## src/rtl/pe_pkg.sv

```systemverilog
// ---------------------------------------------------------------------------
// pe_pkg : shared constants, index type and log2 helper for the priority
//          encoder.
// Revision: 1.0
// ---------------------------------------------------------------------------
`default_nettype none

package pe_pkg;

  localparam int PE_WIDTH = 4;

  // Ceiling log2, usable in constant expressions.
  function automatic int clog2(input int n);
    int r;
    r = 0;
    while ((1 << r) < n) begin
      r++;
    end
    return r;
  endfunction

  localparam int PE_OUT_W = clog2(PE_WIDTH);

  typedef logic [PE_OUT_W-1:0] pe_idx_t;

endpackage : pe_pkg

`default_nettype wire

```

## src/rtl/pe_core.sv

```systemverilog
// ---------------------------------------------------------------------------
// pe_core : combinational priority encoder, highest asserted index wins.
// Revision: 1.0
// ---------------------------------------------------------------------------
`default_nettype none

module pe_core
  import pe_pkg::*;
#(
  parameter int WIDTH = PE_WIDTH
) (
  input  logic [WIDTH-1:0]        i,
  output logic [clog2(WIDTH)-1:0] y_n,
  output logic                    v_n
);

  localparam int OUT_W = clog2(WIDTH);

  // Ascending scan so later (higher) indices override; the ternary keeps an
  // X request visible on the index instead of silently treating it as 0.
  always_comb begin
    y_n = '0;
    v_n = |i;
    for (int k = 0; k < WIDTH; k++) begin
      y_n = i[k] ? OUT_W'(k) : y_n;
    end
  end

endmodule : pe_core

`default_nettype wire

```

## src/rtl/priority_encoder_4x2.sv

```systemverilog
// ---------------------------------------------------------------------------
// priority_encoder_4x2 : registered priority encoder, 1-cycle latency,
//                        asynchronous active-high reset.
// Revision: 1.0
// ---------------------------------------------------------------------------
`default_nettype none

module priority_encoder_4x2
  import pe_pkg::*;
#(
  parameter int WIDTH = PE_WIDTH
) (
  input  logic                    clk,
  input  logic                    rst,
  input  logic [WIDTH-1:0]        i,
  output logic [clog2(WIDTH)-1:0] y,
  output logic                    v
);

  localparam int OUT_W = clog2(WIDTH);

  logic [OUT_W-1:0] y_d;
  logic             v_d;
  logic [OUT_W-1:0] y_q;
  logic             v_q;

  pe_core #(
    .WIDTH (WIDTH)
  ) u_core (
    .i   (i),
    .y_n (y_d),
    .v_n (v_d)
  );

  always_ff @(posedge clk or posedge rst) begin
    if (rst) begin
      y_q <= '0;
      v_q <= 1'b0;
    end else begin
      y_q <= y_d;
      v_q <= v_d;
    end
  end

  assign y = y_q;
  assign v = v_q;

endmodule : priority_encoder_4x2

`default_nettype wire

```

## config.mk

```make
export PLATFORM = sky130hd
export DESIGN_NAME = priority_encoder_4x2
export DESIGN_NICKNAME = d
export VERILOG_FILES = /design/src/rtl/pe_pkg.sv /design/src/rtl/pe_core.sv /design/src/rtl/priority_encoder_4x2.sv
export SDC_FILE = /design/constraint.sdc
export NUM_CORES = 1
export LEC_CHECK = 0
export ABC_AREA = 1
export CAP_MARGIN = 10
export CORE_AREA = 2 2 39 41
export DETAILED_ROUTE_END_ITERATION = 8
export DIE_AREA = 0 0 41 43
export HOLD_SLACK_MARGIN = 0.1
export PLACE_DENSITY = 0.3
export RECOVER_POWER = 50
export SYNTH_ARGS = -nofsm -noshare
export SYNTH_HDL_FRONTEND = slang
export SYNTH_HIERARCHICAL = 1
export SYNTH_SLANG_ARGS = --single-unit
```

## constraint.sdc

```tcl
create_clock -name clk -period 0.8 [get_ports clk]
set_clock_uncertainty 0.2 [all_clocks]
set_input_delay 0.08 -clock clk [delete_from_list [all_inputs] [get_ports clk]]
set_output_delay 0.08 -clock clk [all_outputs]
set_load 0.02 [all_outputs]
```

# Word-level counts from Yosys, hierarchy flattened
# Cells that the tools add are included.
# word_totals
word_cells	6
register_bits	3
# classes
muxes	3
n_reduce_logical	1
# ops
op	n
$mux W2	2
$reduce_or A4 Y1	1
$mux W1	1

# Depth between registers and ports, before layout
# depth
word_depth	3
ltp_mapped	3
ltp_nobuf	3

# By module
# Netlist, hierarchy kept.
# by_module_without_submodules
module	area_each_um2	n_inst	cells_each
priority_encoder_4x2	78.8	1	4
pe_core	32.5	1	8

# Worst setup path after synthesis
# Ideal clock, no wire load.
# synth_path
path_type	reg-to-output
from	register v_q (netlist: v)
to	output v
stages_incl_launch_ff	1
path_slack_ns	0.104
arrival_time_ns	0.416
cell_sequence	dfrtp_1
# synth_rtl
item	line	text
start, declared	priority_encoder_4x2.sv:25	logic v_q;
start signal, assigned	priority_encoder_4x2.sv:41	v_q <= v_d;
end, declared	priority_encoder_4x2.sv:17	output logic v
# No word-level cell between the ends.

# Worst setup path in the final report
# layout_path
from	register v_q (netlist: v)
to	output v
# No word-level cell between the ends.

==> results.txt <==
The minimum clock period came out at 1006 ps. In this run the tightest slew margin relative to its limit is a little over 90%. The average detailed-routed wire length per instance is 6.175 microns. The fraction of layout instances using a drive strength above 1 came out at approximately 29%. The port buffer count came out at 8. Dividing the final minimum period by the clock period gives 125.7%. The number of top-level pins is 9. The tree is rooted in a sky130_fd_sc_hd__clkbuf_4.

After the last flow step, the layout net total stands at 31. The post-synth design cell area is 111.4 sq um. The largest net degree at the start of global routing is 4. The maximum ir drop on the vdd rail came out at 0.3284 mV. The required time of the worst setup path is ~520 ps.

Among cell families on the critical path, the largest total delay comes from flip-flops. The finished layout holds 40 standard cells, fillers aside. The final global-route overflow total came out at 0. Data on the critical path arrives at its endpoint at between 700 and 800 ps. The post-detailed-placement cell area is 211.5 sq um. The placer's final routability congestion estimate is 0.5226. Among all stages on the critical path, the largest delay is contributed by sky130_fd_sc_hd__dfrtp_1. The maximum root-to-sink buffer count is 2. The checks that failed: negative hold slack, negative setup slack.

The total length of routed wires came out at approximately 250 microns. The count of distinct cell types in the synthesized netlist came out at 5. The layout overhead on the synthesized area came out at 119.1%. The violation count after the first detailed-routing iteration is 1.

The starting density of the core is 8.047%. The synthesized net count is 18. TritonCTS built the clock tree. The flow ran to the end, but the final reports show violations. Yosys printed 6 warnings. The count of pins over their slew limit is 0. The placed wire-length estimate came out at 180.6 microns. The transition at the pin with the smallest max-transition slack came out at around 100 ps. Power spread over the standard cell area amounts to 2001 mW/mm^2. The number of sinks driven by the clock tree came out at 3. The signal on the critical path passes through buf_6. The switching fraction of total power came out at a little over a fifth. The maximum level of the CTS H-tree came out at 1.

The average cell area after synthesis came out at about 9.3 sq um. Setup repair after global routing could not meet its margin everywhere. The count of standard-cell rows came out at 14. Summed over all instances, the cell type with the most area after synthesis is sky130_fd_sc_hd__dfrtp_1. The share of Yosys cell area claimed by the top area cell type is 67.42%. The share of flip-flops with an asynchronous set or reset after synthesis came out at 100.0%. The commonest cells after synthesis are sky130_fd_sc_hd__inv_1, sky130_fd_sc_hd__dfrtp_1, sky130_fd_sc_hd__nand2_1.

The number of design rule violations left after detail routing is 0. The number of detailed-routing iterations run before antenna repair is 2. The biggest cell delay along the critical path is ~370 ps. Internal power comes to about 0.38 mW. The routed layout has ~110 vias. The final-report hold violation count is 6. The cell total after placement came out at 36. The buffers plus inverters on the worst setup path is 1. The setup fix buffers added after clock tree synthesis is 0. The count of antenna-violating nets left after detailed routing came out at 0. Setup violations remaining at the end of the flow were counted as 3. The classification of the worst setup path is flip-flop to output port.

The global-route wire length before repair is ~380 microns. Based on the critical path, the design can be clocked at up to 994.2 MHz. The number of antenna diodes came out at 0. Prior to clock tree synthesis, the placed netlist has a worst setup slack of -384.4 ps.

The overall die area is 0.001763 sq mm. Sequential cells were found to cover 67.42% of the synthesized design area. The floorplan die width came out at around 40 microns. Yosys attributes the largest share of cell area to sky130_fd_sc_hd__dfrtp_1, sky130_fd_sc_hd__inv_1, sky130_fd_sc_hd__nand2_1. Global routing consumed, over all layers together, 4.637% of the routing resources. The net switching power is 0.1046 mW. The min-delay analysis places its worst path in the category input port to flip-flop. Overall power consumption after layout is estimated at approximately 0.5 mW. The number of synthesized register bits is 3. The number of max-cap violations is 0. STA classifies the critical path startpoint as a flip-flop.

The smallest hold slack came out at -105.8 ps. The die is 43 microns tall. The total area inside the core boundary comes to approximately 0.0014 sq mm. The number of global-route vias before repair came to 109. The number of synthesized flops with an enable pin is 0. Counting every instance in the synthesized netlist gives 12. The share of total power dissipated in sequential elements is 33.3%. The number of antenna violations at the first check in global routing is 0. The leakage power came out at 0.1208 nW. The clock-pin slew on the worst setup and hold paths is 30 ps. The maximum fanout encountered on the critical timing path is 1. The combinational share of power came out at 12.8%.

The commonest register cell after synthesis is sky130_fd_sc_hd__dfrtp_1. The clock network fraction of design power came out at between 50% and 60%. The post-detailed-route via-to-cell ratio came out at 2.700. The total CTS buffers is 3. The setup slack of the critical path after layout came out at -205.9 ps. The worst setup path is captured at an output port. Summing all non-filler instances in the final layout gives an area of 244.0 sq um. sky130_fd_sc_hd__inv_1 is the most common cell in the netlist.
final timing paths:
check	startpoint	to	slack (ps)	depth (start not counted)
min in group asynchronous	rst	y[0]	-50	2
max	v	v	-210	1
min	i[2]	y[1]	-110	3
max in group asynchronous	rst	y[1]	320	2
cell usage in the layout, fill, tap and decap left out:
cell type	instances
sky130_fd_sc_hd__dlymetal6s2s_1	1
sky130_fd_sc_hd__dfrtp_1	3
sky130_fd_sc_hd__clkbuf_1	1
sky130_fd_sc_hd__nor2_2	1
sky130_fd_sc_hd__clkbuf_4	3
sky130_fd_sc_hd__buf_6	3
sky130_fd_sc_hd__inv_1	4
sky130_fd_sc_hd__dlygate4sd3_1	1
sky130_fd_sc_hd__nor2_1	1
sky130_fd_sc_hd__nand2_1	3
sky130_fd_sc_hd__clkdlybuf4s50_1	3
power groups by stage:
stage	Sequential, mW	Combinational (mW)	Clock, mW
floorplan	0.173	0.0112	0
global placement	0.163	0.0630	0
detailed placement	0.163	0.0634	0
CTS	0.163	0.0652	0.281
global route	0.163	0.0674	0.307
finish	0.163	0.0623	0.263
metal layers:
| layer | share of wire (%) | track usage [%] |
|---|---|---|
| met1 | 43 | 3.257 |
| met2 | 30 | 3.750 |
| met3 | 20 | 4.712 |
| met4 | 6.1 | 10.00 |
| met5 | 0 | 0 |
timing repair:
action,CTS,global route
pin swaps,0,1
gates resized for setup,18,1
endpoints found under the hold margin,3,6
endpoints found under the setup margin,3,5
registers in the layout (all words and copies together) (netlist names):
register  count
y             2
v             1
layout make-up:
class / count / area [sq um]
Inverter: 4 / 15.01
Multi-Input combinational cell: 5 / 21.27
Fill cell: 154 / 1140
Tap cell: 16 / 20.02
Timing Repair Buffer: 8 / 86.33
Sequential cell: 3 / 75.07
Clock buffer: 4 / 26.28
through the flow:
stage	util [%]	TNS, ps
2_1_floorplan	-	0
3_3_place_gp	15.28	-1786
3_5_place_dp	15.28	-1812
4_1_cts	17.45	-643.6
5_1_grt	17.63	-704.9
6_report	17.63	-605.2
cells by family (layout without fill, tap and decap cells):
family	after synthesis	count (layout)	synth area share (%)
buffers and inverters	4	16	13.48
flip-flops	3	3	67.41
AND/OR/NAND/NOR	5	5	19.10
Note: power is estimated with default switching activity, not from simulation.
